--- src/rtl/arbitro_escritura_br_pkg.sv ---
// br_pkg: shared types for the register-bank write-port arbiter.
//   DATA_W / ADDR_W : default data and register-address widths.
//   wr_req_t        : one pending bank write {addr, data}.
//   grant_t         : identifies which requester was granted.
package br_pkg;

  localparam int DATA_W = 32;
  localparam int ADDR_W = 5;

  typedef struct packed {
    logic [ADDR_W-1:0] addr;
    logic [DATA_W-1:0] data;
  } wr_req_t;

  typedef enum logic {
    GR_A = 1'b0,
    GR_B = 1'b1
  } grant_t;

endpackage

--- src/rtl/arbitro_escritura_br_fifo.sv ---
// fifo_br: synchronous FIFO of wr_req_t with DEPTH entries (power of two).
// Ports:
//   clk, rst_n   : clock, asynchronous active-low reset (empties the FIFO)
//   push, push_req : write one entry (ignored when full)
//   pop          : discard the head entry (ignored when empty)
//   head         : entry at the read pointer
//   empty, full  : occupancy flags
//   entry_valid  : per-slot occupancy, indexed by storage slot
//   entries      : raw storage, indexed by storage slot
// entry_valid/entries let the parent compare every pending address.
module fifo_br
  import br_pkg::*;
#(
  parameter int DEPTH = 2
) (
  input  logic             clk,
  input  logic             rst_n,
  input  logic             push,
  input  wr_req_t          push_req,
  input  logic             pop,
  output wr_req_t          head,
  output logic             empty,
  output logic             full,
  output logic [DEPTH-1:0] entry_valid,
  output wr_req_t          entries [DEPTH]
);

  localparam int PW = $clog2(DEPTH);

  // Pointers carry one extra wrap bit so full and empty are distinguishable.
  logic [PW:0] wr_ptr;
  logic [PW:0] rd_ptr;
  logic [PW:0] count;
  logic        do_push;
  logic        do_pop;
  wr_req_t     mem [DEPTH];

  assign count   = wr_ptr - rd_ptr;
  assign empty   = (wr_ptr == rd_ptr);
  assign full    = (count == (PW+1)'(DEPTH));
  assign do_push = push && !full;
  assign do_pop  = pop && !empty;
  assign head    = mem[rd_ptr[PW-1:0]];

  always_ff @(posedge clk or negedge rst_n) begin
    if (!rst_n) begin
      wr_ptr <= '0;
      rd_ptr <= '0;
    end else begin
      if (do_push) wr_ptr <= wr_ptr + 1'b1;
      if (do_pop)  rd_ptr <= rd_ptr + 1'b1;
    end
  end

  // Storage needs no reset: occupancy is tracked by the pointers alone.
  always_ff @(posedge clk) begin
    if (do_push) mem[wr_ptr[PW-1:0]] <= push_req;
  end

  // A slot is live when its distance from the read pointer (mod DEPTH)
  // is below the current occupancy.
  always_comb begin
    entry_valid = '0;
    for (int i = 0; i < DEPTH; i++) begin
      entries[i]     = mem[i];
      entry_valid[i] = ({1'b0, PW'(i) - rd_ptr[PW-1:0]} < count);
    end
  end

endmodule

--- src/rtl/arbitro_escritura_br.sv ---
// arbitro_escritura_br: write-port arbiter and hazard tracker for the 32x32
// register bank. Requesters A (ALU writeback) and B (load writeback) each
// feed a private FIFO; one FIFO head is granted per cycle, round-robin on
// ties, and loaded into a registered write stage driving the bank.
// Ports:
//   clk, rst_n                 : clock, asynchronous active-low reset
//   a_valid/a_ready/a_addr/a_data : requester A write channel
//   b_valid/b_ready/b_addr/b_data : requester B write channel
//   rd_addr_1, rd_addr_2       : addresses on the bank read ports
//   rd_busy_1, rd_busy_2       : a pending write targets that read address
//   reg_en, wr_addr, wr_data   : registered bank write port
// Handshake: a write is transferred on a rising edge where x_valid and
// x_ready are both high; x_ready means "FIFO not full" and never depends on
// a pop in the same cycle; a requester holds valid and payload stable until
// the transfer happens.
module arbitro_escritura_br #(
  parameter int DATA_W = br_pkg::DATA_W,
  parameter int ADDR_W = br_pkg::ADDR_W,
  parameter int DEPTH  = 2
) (
  input  logic              clk,
  input  logic              rst_n,
  input  logic              a_valid,
  output logic              a_ready,
  input  logic [ADDR_W-1:0] a_addr,
  input  logic [DATA_W-1:0] a_data,
  input  logic              b_valid,
  output logic              b_ready,
  input  logic [ADDR_W-1:0] b_addr,
  input  logic [DATA_W-1:0] b_data,
  input  logic [ADDR_W-1:0] rd_addr_1,
  input  logic [ADDR_W-1:0] rd_addr_2,
  output logic              rd_busy_1,
  output logic              rd_busy_2,
  output logic              reg_en,
  output logic [ADDR_W-1:0] wr_addr,
  output logic [DATA_W-1:0] wr_data
);

  import br_pkg::*;

  wr_req_t          a_req, b_req, a_head, b_head;
  logic             a_empty, a_full, b_empty, b_full;
  logic [DEPTH-1:0] a_vld, b_vld;
  wr_req_t          a_ent [DEPTH];
  wr_req_t          b_ent [DEPTH];
  logic             grant_a, grant_b;
  grant_t           last_grant;

  assign a_req   = '{addr: a_addr, data: a_data};
  assign b_req   = '{addr: b_addr, data: b_data};
  assign a_ready = !a_full;
  assign b_ready = !b_full;

  fifo_br #(.DEPTH(DEPTH)) u_fifo_a (
    .clk(clk), .rst_n(rst_n),
    .push(a_valid && a_ready), .push_req(a_req),
    .pop(grant_a), .head(a_head),
    .empty(a_empty), .full(a_full),
    .entry_valid(a_vld), .entries(a_ent)
  );

  fifo_br #(.DEPTH(DEPTH)) u_fifo_b (
    .clk(clk), .rst_n(rst_n),
    .push(b_valid && b_ready), .push_req(b_req),
    .pop(grant_b), .head(b_head),
    .empty(b_empty), .full(b_full),
    .entry_valid(b_vld), .entries(b_ent)
  );

  // On a tie the requester that was not granted last wins.
  assign grant_a = !a_empty && (b_empty || (last_grant == GR_B));
  assign grant_b = !b_empty && (a_empty || (last_grant == GR_A));

  always_ff @(posedge clk or negedge rst_n) begin
    if (!rst_n) begin
      last_grant <= GR_B;
    end else if (grant_a) begin
      last_grant <= GR_A;
    end else if (grant_b) begin
      last_grant <= GR_B;
    end
  end

  // Output stage: address/data hold their last value when nothing is granted.
  always_ff @(posedge clk or negedge rst_n) begin
    if (!rst_n) begin
      reg_en  <= 1'b0;
      wr_addr <= '0;
      wr_data <= '0;
    end else begin
      reg_en <= grant_a || grant_b;
      if (grant_a) begin
        wr_addr <= a_head.addr;
        wr_data <= a_head.data;
      end else if (grant_b) begin
        wr_addr <= b_head.addr;
        wr_data <= b_head.data;
      end
    end
  end

  // A write is "in flight" from FIFO entry until its bank write edge.
  always_comb begin
    rd_busy_1 = reg_en && (wr_addr == rd_addr_1);
    rd_busy_2 = reg_en && (wr_addr == rd_addr_2);
    for (int i = 0; i < DEPTH; i++) begin
      if (a_vld[i] && (a_ent[i].addr == rd_addr_1)) rd_busy_1 = 1'b1;
      if (a_vld[i] && (a_ent[i].addr == rd_addr_2)) rd_busy_2 = 1'b1;
      if (b_vld[i] && (b_ent[i].addr == rd_addr_1)) rd_busy_1 = 1'b1;
      if (b_vld[i] && (b_ent[i].addr == rd_addr_2)) rd_busy_2 = 1'b1;
    end
  end

endmodule

--- config.mk ---
export PLATFORM = sky130hd
export DESIGN_NAME = arbitro_escritura_br
export DESIGN_NICKNAME = d
export VERILOG_FILES = /design/src/rtl/arbitro_escritura_br_pkg.sv /design/src/rtl/arbitro_escritura_br_fifo.sv /design/src/rtl/arbitro_escritura_br.sv
export SDC_FILE = /design/constraint.sdc
export NUM_CORES = 1
export LEC_CHECK = 0
export BUFFER_PORTS_ARGS = -buffer_cell sky130_fd_sc_hd__buf_2
export CAP_MARGIN = 20
export CORE_ASPECT_RATIO = 0.5
export CORE_UTILIZATION = 57
export DETAILED_ROUTE_END_ITERATION = 10
export PLACE_DENSITY = 0.86
export SLEW_MARGIN = 40
export SYNTH_ARGS = -nofsm -noshare
export SYNTH_HDL_FRONTEND = slang
export SYNTH_SLANG_ARGS = --single-unit
--- constraint.sdc ---
create_clock -name clk -period 4.67 [get_ports clk]
set_clock_uncertainty 0.2 [all_clocks]
set_input_delay 0.467 -clock clk [delete_from_list [all_inputs] [get_ports clk]]
set_output_delay 0.467 -clock clk [all_outputs]
set_load 0.01 [all_outputs]
---- After elaboration in Yosys (flattened, before gate mapping) ----
Memory sizes are Yosys's and may differ from the RTL's.
Index checks and enable logic that the tools add are counted.
operators by class
  add/subtract/negate cells ............... 10
  order comparisons ....................... 4
  equality and inequality tests ........... 14
  muxes and demuxes ....................... 18
  bitwise logic cells ..................... 1
  reductions and logical operators ........ 26
operators by type and width
  operator             number
  $mux 32              2
  $eq 5x5->1           10
  $logic_and 1x1->1    18
  $mux 1               14
  $mux 5               2
  $add 2x1->2 const B  4
  $lt 1x2->1           4
  $eq 2x2->1           2
  $eq 2x2->1 const B   2
  $logic_not 1->1      4
  $sub 1x1->1 const A  4
  $sub 2x2->2          2
  $logic_or 1x1->1     3
  $reduce_bool 2->1    1
  $not 1->1            1
word-level totals
  flip-flop bits (word level) ............. 47
  RAM bits ................................ 148
  input port bits ......................... 88
  output and inout bits ................... 42
  word-level logic and storage cells ...... 83
  memories ................................ 2
memories
  name          depth  bits a word  read ports  clocked after memory_dff  wr ports  RTL line                         RTL
  u_fifo_a.mem  2      37           3           0                         1         arbitro_escritura_br_fifo.sv:36  wr_req_t mem [DEPTH];
  u_fifo_b.mem  2      37           3           0                         1         arbitro_escritura_br_fifo.sv:36

---- Depth between registers and ports, before layout ----
Gate-level depths: netlist of the first run.
  word-level depth ........................ 7
  mapped depth ............................ 12
  mapped depth without buffers ............ 8

---- Modules after synthesis ----
A second synthesis of the first run with hierarchy kept.
second synthesis, totals
  cells, all modules ...................... 630
  area, all modules ....................... 8624.5 um^2
by module, submodules not included
  module                times used  cells an instance  area an instance (um^2)  seq. area each (um^2)
  fifo_br               2           146                2952.8                   2322.2
  arbitro_escritura_br  1           338                2718.9                   977.2

---- Least setup slack after synthesis of the first run ----
No wires, ideal clock.
  kind .................................... register to register
  start point ............................. reg u_fifo_b.rd_ptr[0]
  end point ............................... mem u_fifo_b.mem[1][0] in the netlist's numbering (enable)
  setup time .............................. 0.434 ns
  arrival time ............................ 3.122 ns
  setup slack ............................. 0.914 ns
  stages on the path, launching flop included .. 9
  cell sequence ........................... dfrtp_1 -> clkbuf_1 -> buf_4 -> buf_2 -> inv_2 -> ha_1 -> nand2_1 -> nand2_1 -> nor2_1
on the way
  cells in the longest elaborated chain, start to end .. 7
ends and longest elaborated chain
  element                           RTL line                         RTL
  start, declared                   arbitro_escritura_br_fifo.sv:32  logic [PW:0] rd_ptr;
  start signal, assigned            arbitro_escritura_br_fifo.sv:51  if (do_pop) rd_ptr <= rd_ptr + 1'b1;
  $sub 2x2->2 (*)                   arbitro_escritura_br_fifo.sv:38  assign count = wr_ptr - rd_ptr;
  $eq 2x2->1 (*)                    arbitro_escritura_br_fifo.sv:40  assign full = (count == (PW+1)'(DEPTH));
  $logic_not 1->1 (*)               arbitro_escritura_br.sv:53       assign b_ready = !b_full;
  net b_ready                       arbitro_escritura_br.sv:28       output logic b_ready,
  $logic_and 1x1->1                 arbitro_escritura_br.sv:65       .push(b_valid && b_ready), .push_req(b_req),
  $logic_and 1x1->1 (*)             arbitro_escritura_br_fifo.sv:41  assign do_push = push && !full;
  $mux 1 (*)                        arbitro_escritura_br_fifo.sv:57  if (do_push) mem[wr_ptr[PW-1:0]] <= push_req;
  $mux 1 (not written as such) (*)  arbitro_escritura_br_fifo.sv:57
  end, declared                     arbitro_escritura_br_fifo.sv:36
Mark *: on every way through the listed nets, which the timed path passes. The rest lies on a longest branch.

---- Worst setup path in the final report of the first run ----
  start point ............................. reg u_fifo_a.rd_ptr[0]
  end point ............................... out rd_busy_2
on the way
  cells in the longest elaborated chain, start to end .. 7
  elaborated cells on any way between the ends .. 11
ends and longest elaborated chain
  element                                     RTL line                                                          RTL
  start, declared                             arbitro_escritura_br_fifo.sv:32
  start signal, assigned                      arbitro_escritura_br_fifo.sv:51
  $sub 2x2->2 or $sub 1x1->1 (tied branches)  arbitro_escritura_br_fifo.sv:38, arbitro_escritura_br_fifo.sv:66
  $lt 1x2->1                                  arbitro_escritura_br_fifo.sv:66                                   entry_valid[i] = ({1'b0, PW'(i) - rd_ptr[PW-1:0]} < count);
  $logic_and 1x1->1                           arbitro_escritura_br.sv:109                                       if (a_vld[i] && (a_ent[i].addr == rd_addr_2)) rd_busy_2 = 1'b1;
  $mux 1                                      arbitro_escritura_br.sv:109
  $mux 1                                      arbitro_escritura_br.sv:111                                       if (b_vld[i] && (b_ent[i].addr == rd_addr_2)) rd_busy_2 = 1'b1;
  $mux 1 (*)                                  arbitro_escritura_br.sv:109
  $mux 1 (*)                                  arbitro_escritura_br.sv:111
  end, declared                               arbitro_escritura_br.sv:34                                        output logic rd_busy_2,
Every way passes the cells marked *; elsewhere a longest branch is shown, timed or not.

==> impl.org, run 1 <==
** Floorplan
- The core region is 13,930 µm².
- Die height :: 87.62 µm
- Number of standard-cell rows in the floorplan :: 30
- Die W :: 173.2 µm
- 130 I/O pins were placed.
- The die covers 15,180 µm².
- For this configuration, the core starts out at a cell density of 60.01%.

** Final layout
- The repair_antennas step left the layout with diodes totalling 0.
- Most common library cell in the layout ignoring fill and taps :: sky130_fd_sc_hd__edfxtp_1
- Layout overhead on the synthesized area :: 19.78%
- Cells with a size suffix above 1 make up 27.73% of the layout.
- Fill cells in the final layout number 838.
- At the end of the flow the core is filled with cells to 71.88%.
- Most frequent cells in the layout :: 148 x sky130_fd_sc_hd__edfxtp_1, 129 x sky130_fd_sc_hd__buf_2, 74 x sky130_fd_sc_hd__mux2i_1, 45 x sky130_fd_sc_hd__nand2_1, 44 x sky130_fd_sc_hd__dfrtp_1
- Final Net Count :: 795

** Routing
- The detail route stage leaves a number of antenna-violating nets equal to 0.
- Number of DRC markers in iteration 0 :: 522
- The routed design uses 1.736 mm of met3 wire.
- Routed wirelength normalized by instance count :: 22.46 µm
- The highest layer touched by signal routing is met4.
- The detailed router placed 5,514 vias in this run.
- M1 wire length :: 8.043 mm
- The first detailed-routing pass took 5 iterations.
- DRC Markers :: 0
- Length of routed met2 wiring :: 9.974 mm
- Using the TritonRoute via totals, the vias-per-cell ratio works out to 6.086.
- Final routed wirelength across all metal layers :: 20.35 mm

** Pwr
- Power per standard cell area :: 843.5 nW/µm²
- Peak supply drop :: 549.1 µV
- The completed layout was analyzed and its total power is 8443 µW.
- Leakage :: 0.003899 µW

** Worst hold path
- Along the worst hold path, the cell count comes to 1.
- The path class of the tightest hold or removal check is in2reg.
- The worst hold path terminates at u_fifo_a.mem[1][12]$_DFFE_PP_.
- In this run the most critical hold path is launched from a_data[12].

** Clocking
- CTS resizes :: 0
- Total CTS buffers :: 17
- CTS clk-pin slew, worst paths :: 80 ps
- TritonCTS built the clock tree.
- The tree built by TritonCTS fans out to 195 sinks.
- The root buffer cell chosen for the clock tree is sky130_fd_sc_hd__clkbuf_16.
- H-Tree Depth :: 4
- Clock latency on the worst-skew pair, taken at its later pin, is 440 ps.
- The clock passes through at most 2 buffers.

** Synth
- The synthesized netlist devotes 9.717% of its cell area to compound gates.
- Cell count after synthesis :: 577
- The synthesized netlist devotes 6.378% of its cell area to XOR and XNOR gates.
- Number of register bits inferred by synthesis :: 195
- After synthesis, the mean cell area works out to 14.48 µm².
- The synthesized design contains 148 enable-type register cells.
- The number of nets handed over by synthesis was 671.
- Summing the sequential cell areas from Yosys gives 67.27% of the chip area.
- After synthesis, the largest family of logic cells by area is compound AO/OA/AOI/OAI gates.
- The most used flip-flop cell after synthesis is sky130_fd_sc_hd__edfxtp_1.
- The synthesized netlist devotes 3.908% of its cell area to simple gates.
- Multiplexer share of the synthesized area :: 8.864%
- Synth cell types :: 29
- Post-Synth Adder-Cell Area :: 0.8983%
- Of all flip-flops after synthesis, the portion carrying an async set or reset was 24.10%.
- After synthesis the cells add up to 8357 µm².
- Yosys warning total :: 0

** Setup path
- The worst setup path is launched from a register.
- Slack of the worst reg-to-reg path :: 1710 ps
- In this run the worst path has a maximum fanout of 18.
- Data on the critical path is required at its endpoint by 4000 ps.
- The critical path goes through ha_1, inv_1, ha_1, nor2_1, nor3_1, nor3_1, nand2_1, buf_2.
- Among all stages on the critical path, the largest delay is contributed by sky130_fd_sc_hd__dfrtp_2.
- Critical register-to-register path startpoint :: u_fifo_a.rd_ptr[0]$_DFFE_PN0P_
- Counting cells, the worst reg-to-reg path comes to 7.
- Endpoint kind of the worst setup timing path :: output pin
- The worst setup path is of the reg2out kind.
- Crit path DAT :: 2610 ps
- The largest single stage delay on the critical path is 750 ps.
- In this run the critical register-to-register path is captured at u_fifo_a.rd_ptr[1]$_DFFE_PN0P_.

** Placement
- Number of input and output port buffers inserted :: 129
- Timing analysis after detailed placement gives a worst setup slack of 1822 ps.
- At the end of routability-driven placement, the weighted congestion stood at 0.9232.
- Dpl hpwl :: 12.69 mm

** Timing
- Max transition margin :: 49.62%
- Post-layout worst setup margin :: 1396 ps
- Worst slew pin tran :: 755.6 ps
- Final count of hold timing violations :: 0
- Final critical path time including I/O delays and setup :: 3274 ps
- Setup violations, final :: 0
- Final max-slew violation count :: 0
- F_max :: 305.4 MHz
- After routing, the total negative slack on setup checks comes to 0 ps.
- Period utilisation layout :: 70.11%
- Setup repair after global routing left no endpoint under its margin.

** Global routing
- Global routing finished with a remaining overflow of 0.
- Vias in the first global route :: 5,587
- Global router's overall resource usage :: 27.94%
- The first global-routing pass estimated 31.08 mm of wire.
- Maximum number of pins on one net before global-route repair :: 113
- Initial antenna violation count :: 0

** Run status
- The flow ran to the end, and the final reports show no timing, DRC or antenna violations.

** Job
- Max-cap violation count :: 0
[cell families (layout without fill, tap and decap cells)]
logic type,after synthesis,after routing
compound gates,116,116
xor+xnor,60,60
fa+ha+maj,6,6
simple gates,75,75
buf+inv,51,188
mux,74,74
flops,195,195
[cell type report]
class                   count  area [µm²]  share of cell area (%)
well taps                 192       240.2                   2.400
clock buffers              17       425.4                   4.250
inverters                   6       22.52                  0.2250
flip-flops and latches    195        5628                   56.23
clock inverters            15       187.7                   1.875
repair buffers            150       972.2                   9.712
multi-input cells         331        2534                   25.31
[how the worst max path moves through the flow]
stage,startpoint,endpoint,slack [ps],depth (start not counted)
after CTS,u_fifo_a.rd_ptr[0]$_DFFE_PN0P_,rd_busy_2,1450,8
final,u_fifo_a.rd_ptr[0]$_DFFE_PN0P_,rd_busy_2,1400,8
after detailed placement,u_fifo_a.rd_ptr[0]$_DFFE_PN0P_,u_fifo_a.rd_ptr[1]$_DFFE_PN0P_,1820,7
after global placement,u_fifo_a.rd_ptr[0]$_DFFE_PN0P_,u_fifo_a.mem[1][18]$_DFFE_PP_,1630,6
after global routing,u_fifo_a.rd_ptr[0]$_DFFE_PN0P_,rd_busy_1,1250,8
after floorplan,u_fifo_b.rd_ptr[0]$_DFFE_PN0P_,u_fifo_b.mem[1][0]$_DFFE_PP_,910,8
[state kept, by name, indices dropped and copies added (netlist names)]
register and cells:
u_fifo_a.mem 74, u_fifo_b.mem 74, u_fifo_a.wr_ptr 2, wr_data 32
u_fifo_b.rd_ptr 2, wr_addr 5, reg_en 1, last_grant 1
u_fifo_a.rd_ptr 2, u_fifo_b.wr_ptr 2
[report_power, final]
part	total, µW	switching, µW	internal, µW	leakage (µW)
combinational	3830	2310	1520	0.00170
clock	1480	748	729	0.000291
sequential	3140	472	2660	0.00191
[critical path, delay by kind of cell (launching register included)]
| kind | cells | cell delay, ps |
|---|---|---|
| buf+inv | 2 | 200 |
| flops | 1 | 750 |
| simple gates | 4 | 680 |
| fa+ha+maj | 2 | 550 |
[metrics by stage]
| step | hold WS, ps | cells | cell area (µm²) |
|---|---|---|---|
| floorplan | -28.59 | 577 | 8357 |
| global placement | 280.0 | 858 | 9104 |
| detailed placement | 288.4 | 868 | 9333 |
| CTS | 1.979 | 902 | 9966 |
| global route | 0.06889 | 906 | 10010 |
| finish | 9.038 | 906 | 10010 |
[repair_timing]
item	in CTS	in global routing
setup buffers	0	0
setup endpoints to repair	0	0
hold endpoints to repair	47	7
hold buffers	2	4
[synthesized netlist by cell type, types with 2 or more instances]
cell type                  instances  area (µm²)
sky130_fd_sc_hd__buf_2            18       90.09
sky130_fd_sc_hd__nor4_1            2       12.51
sky130_fd_sc_hd__ha_1              6       75.07
sky130_fd_sc_hd__buf_4             5       37.54
sky130_fd_sc_hd__inv_2             2       7.510
sky130_fd_sc_hd__nand4_1           8       50.05
sky130_fd_sc_hd__buf_6             2       22.52
sky130_fd_sc_hd__a21oi_2          11       96.34
sky130_fd_sc_hd__nor3_1            9       45.04
sky130_fd_sc_hd__nor2_1            6       22.52
sky130_fd_sc_hd__and2_1            2       12.51
sky130_fd_sc_hd__a21oi_1          27       135.1
sky130_fd_sc_hd__o21ai_1           2       10.01
sky130_fd_sc_hd__o21ai_0          37       185.2
sky130_fd_sc_hd__xor2_1           18       157.7
sky130_fd_sc_hd__a32o_1           37       370.4
sky130_fd_sc_hd__edfxtp_1        148        4444
sky130_fd_sc_hd__mux2i_1          74       740.7
sky130_fd_sc_hd__clkbuf_1         20       75.07
sky130_fd_sc_hd__nand2_1          46       172.7
sky130_fd_sc_hd__dfrtp_1          46        1151
sky130_fd_sc_hd__inv_1             4       15.01
sky130_fd_sc_hd__xnor2_1          41       359.1
[layer usage]
layer  up-vias  track usage (%)
met5         -                0
met4         0            11.58
met3        50            6.467
met2       352            47.62
met1      2685            35.43
li1       2427                -
(Power assumes the default switching activity.)
==> run 2, diff against run 1 <==
--- a/config.mk
+++ b/config.mk
@@ -5,6 +5,7 @@
 export SDC_FILE = /design/constraint.sdc
 export NUM_CORES = 1
 export LEC_CHECK = 0
+export ABC_AREA = 1
 export BUFFER_PORTS_ARGS = -buffer_cell sky130_fd_sc_hd__buf_2
 export CAP_MARGIN = 20
 export CORE_ASPECT_RATIO = 0.5
==> constraint.sdc (replaced) <==
create_clock -name clk -period 3.1 [get_ports clk]
set_clock_uncertainty 0.2 [all_clocks]
set_input_delay 0.31 -clock clk [delete_from_list [all_inputs] [get_ports clk]]
set_output_delay 0.31 -clock clk [all_outputs]
set_load 0.01 [all_outputs]
==> run 2 against run 1 <==
Die area rose by 3.9%. Register-to-register slack got worse by 1200 ps. Critical path depth rose by 5. Largest cell class unchanged.
==> impl.org, run 2 <==
** Floorplan
- Number of standard-cell rows in the floorplan :: 31 (+3.3%)
- Die ar. :: 15,760 µm² (+3.9%)
- Effective utilization at floorplan :: 59.23% (-0.78 points)
- The die outline width is 176.6 µm (+1.9%).
- Die height :: 89.28 µm (+1.9%)
- The number of top-level design ports was 130 (unchanged).
- The floorplan core area is 14,660 µm² (+5.3%).

** Synth
- The warning count from the yosys run came to 0 (unchanged).
- Cell types with the largest area share after synthesis :: sky130_fd_sc_hd__edfxtp_1 51%, sky130_fd_sc_hd__nand2_1 18%, sky130_fd_sc_hd__dfrtp_1 13%
- Predominant post-synthesis flop cell :: sky130_fd_sc_hd__edfxtp_1
- The synthesized cell area was 8685 µm² (+3.9%).
- The net count of the mapped netlist was 966 (+44%).
- The flip-flop and latch count after synthesis is 195 (unchanged).
- The average footprint of a synthesized cell came to 9.959 µm² (-31%).
- Fraction of synthesized cell area taken by the top area cell type :: 51.17% (-2.0 points)
- Post-synthesis sequential area ratio :: 64.73% (-2.5 points)
- FFs w/ async S/R, synth :: 24.10% (unchanged)
- After synthesis, the most frequently instantiated cells are 409 x sky130_fd_sc_hd__nand2_1, 148 x sky130_fd_sc_hd__edfxtp_1, 50 x sky130_fd_sc_hd__inv_1, 47 x sky130_fd_sc_hd__nand3_1, 46 x sky130_fd_sc_hd__dfrtp_1.
- Synth cell types :: 24 (-17%)
- Summed over all instances, the cell type with the most area after synthesis is sky130_fd_sc_hd__edfxtp_1.
- The number of instances in the synthesized netlist came to 872 (+51%).
- Most frequent cell after synthesis :: sky130_fd_sc_hd__nand2_1
- Number of synthesized flops with an enable pin :: 148 (unchanged)

** Setup path
- Endpoint kind of the worst setup timing path :: output pin
- WP data required :: 2590 ps (-1410 ps)
- CP Launch Type :: register
- Crit path DAT :: 2240 ps (-370 ps)
- The critical path is of the reg2out type.
- Critical path fanouts, max :: 4 (-14)

** Routing
- The detailed-routing wirelength on met1 was 9.085 mm (+13%).
- Final routed wirelength across all metal layers :: 23.26 mm (+14%)
- The average wire per standard cell came to 18.13 µm (-19%).
- Number of DRC markers in iteration 0 :: 734 (+41%)
- Met3 wire len :: 1.806 mm (+4.0%)
- Post-route ant nets :: 0 (unchanged)
- Via total after detailed routing :: 7,036 (+28%)
- Length of routed met2 wiring :: 11.60 mm (+16%)
- Top layer in use :: met4
- Average vias per placed instance :: 5.484 (-9.9%)
- DRC Markers :: 0 (unchanged)
- The number of iterations in the first detailed-routing pass came to 7 (+2).

** Timing
- Derived from the worst setup path, the maximum achievable clock frequency is 363.2 MHz.
- The final count of negative-setup-slack endpoints came to 0 (unchanged).
- The hold slack came to 254.9 ps (+245.9 ps).
- Worst slew pin tran :: 807.8 ps (+52.19 ps)
- Counting I/O delays and the setup requirement, the final critical path takes 2753 ps.
- The setup TNS came to 0 ps (unchanged).
- In the finished design, the share of the clock period the worst path needs comes to 88.82%.
- The final hold violation count is 0 (unchanged).
- Final max-slew violation count :: 0 (unchanged)
- Unrepaired setup endpoints after global routing :: false
- The normalized max-slew margin came to 45.95% (-3.7 points).

** Clocking
- The later-pin clock latency in the skew report is 430 ps (about the same).
- CTS resizes :: 0 (unchanged)
- Clock sinks :: 195 (unchanged)
- The tree is rooted in a sky130_fd_sc_hd__clkbuf_16.
- The maximum clock path buffer count came to 2 (unchanged).
- The deepest level of the CTS H-tree was 4 (unchanged).
- CTS tree :: done
- Total CTS buffers :: 17 (unchanged)
- The clock edge transition at the registers on the reported setup and hold paths was 70 ps (about the same).

** Global routing
- Maximum number of pins on one net before global-route repair :: 48 (-58%)
- Vias in the first global route :: 6,939 (+24%)
- The initial antenna violation count is 0 (unchanged).
- Global router's overall resource usage :: 30.84% (+2.9 points)
- The total grt overflow was 0 (unchanged).
- The first-pass GRT wire length is 35.85 mm (+15%).

** Run status
- Run status :: complete, no violations

** Final layout
- The area of the multi-input gates was 2684 µm² (+5.9%).
- Layout overhead on the synthesized area :: 24.65%
- ANT cells :: 0 (unchanged)
- Leaving out fill and tap cells, the most frequent cell in the layout is sky130_fd_sc_hd__nand2_1.
- The combined flip-flop and latch cell area was 5623 µm² (about the same).
- Share of layout cells above drive strength 1 :: 17.14% (-11 points)
- Fin area :: 10,830 µm² (+8.2%)
- Core Util, Final :: 73.84% (+2.0 points)
- The final layout net count came to 1,166 (+47%).
- The total of fill cells in the finished design was 968 (+16%).
- The library cells used most frequently in the layout, excluding fill and tap cells, are 409 x sky130_fd_sc_hd__nand2_1, 148 x sky130_fd_sc_hd__edfxtp_1, 128 x sky130_fd_sc_hd__buf_2, 77 x sky130_fd_sc_hd__dlygate4sd3_1, 50 x sky130_fd_sc_hd__inv_1.

** Placement
- Final weighted congestion in routability-driven placement :: 0.9595 (+3.9%)
- The placed instance area was 9514 µm² (+1.9%).
- The number of port buffers came to 129 (unchanged).
- Dpl hpwl :: 13.77 mm (+8.5%)

** Job
- Max-cap violation count :: 0 (unchanged)

** Pwr
- Peak supply drop :: 689.1 µV (+25%)
- The reported leakage power is 0.005043 µW (+29%).
- The total power divided by cell area is 1081 nW/µm² (+28%).
- The total power of the final layout is 11,700 µW (+39%).

** Worst hold path
- The worst hold path belongs to the class in2async.
## run 2: cell count changes after synthesis, sizes merged, moves of 38 or more
cell	delta
nand2	+374
xnor2	-41
inv	+46
mux2i	-42
nand3	+46
nor2	+38
## run 2: critical path: stages, from the launching register on
cell                      delay (ps)
sky130_fd_sc_hd__dfrtp_1         450
sky130_fd_sc_hd__inv_1           150
sky130_fd_sc_hd__ha_1            180
sky130_fd_sc_hd__inv_1            50
sky130_fd_sc_hd__ha_1            290
sky130_fd_sc_hd__inv_1            50
sky130_fd_sc_hd__nand2_1          80
sky130_fd_sc_hd__nand2_1          60
sky130_fd_sc_hd__nor2_1          120
sky130_fd_sc_hd__nand3_1         100
sky130_fd_sc_hd__nand2_1          60
sky130_fd_sc_hd__nor2_1           40
sky130_fd_sc_hd__nand2_1          60
sky130_fd_sc_hd__buf_2           130
## run 2: worst paths after layout
check                                                    start                        endpoint  slack [ps]  depth (start not counted)
worst max register to register  u_fifo_a.wr_ptr[0]$_DFFE_PN0N_    u_fifo_a.mem[0][8]$_DFFE_PP_         560                          8
worst min-delay path                                     rst_n          wr_data[6]$_DFFE_PN0P_         250                          2
min in group clk                u_fifo_b.wr_ptr[1]$_DFFE_PN0N_  u_fifo_b.wr_ptr[1]$_DFFE_PN0N_         300                          1
worst max-delay path            u_fifo_a.wr_ptr[0]$_DFFE_PN0N_                       rd_busy_1         350                         13
worst min register to register  u_fifo_b.wr_ptr[1]$_DFFE_PN0N_  u_fifo_b.wr_ptr[1]$_DFFE_PN0N_         300                          1
max in group asynchronous                                rst_n  u_fifo_b.rd_ptr[0]$_DFFE_PN0P_        1950                          2
## run 2: cell type report
class                      instances  share of cell area [%]
clock buffer                      18                   3.964
clock inverter                    14                   1.029
inverter                          53                   1.838
multi-input combinational        589                   24.79
sequential                       195                   51.94
tap                              198                   2.288
timing repair buffer             216                   14.15
## run 2: logic make-up (layout without fill, tap and decap cells)
group                    Yosys count  in the layout  share of synthesized area [%]
adder cells (fa/ha/maj)            6              6                         0.8644
multiplexers                      32             32                          3.688
AND/OR/NAND/NOR                  511            511                          23.14
AO/OA/AOI/OAI                     32             32                          1.974
flip-flops                       195            195                          64.73
XOR/XNOR                           8              8                         0.8068
buffers and inverters             88            301                          4.798
## run 2: report_power, final
group	internal, µW	leakage (µW)	switching (µW)
clock	1100	0.000264	956
combinational	1620	0.00287	3530
sequential	3950	0.00191	553
total	6670	0.00504	5030
## run 2: layer usage
metal,up-vias,global-route usage (%)
met5,-,0
li1,3222,-
met2,408,55.19
met3,74,4.634
met1,3332,38.51
met4,0,12.85
## run 2: metrics by stage
| stage | std cells | setup slack [ps] |
|---|---|---|
| 6_report | 1283 | 346.7 |
| 5_1_grt | 1283 | 151.5 |
| 4_1_cts | 1283 | 368.0 |
| 3_5_place_dp | 1174 | 656.0 |
| 3_3_place_gp | 1174 | 755.7 |
| 2_1_floorplan | 872 | -5.895 |
## run 2: repair_timing
action,in CTS,in global routing
hold buffers,77,0
endpoints found under the hold margin,196,0
buffers inserted,0,0
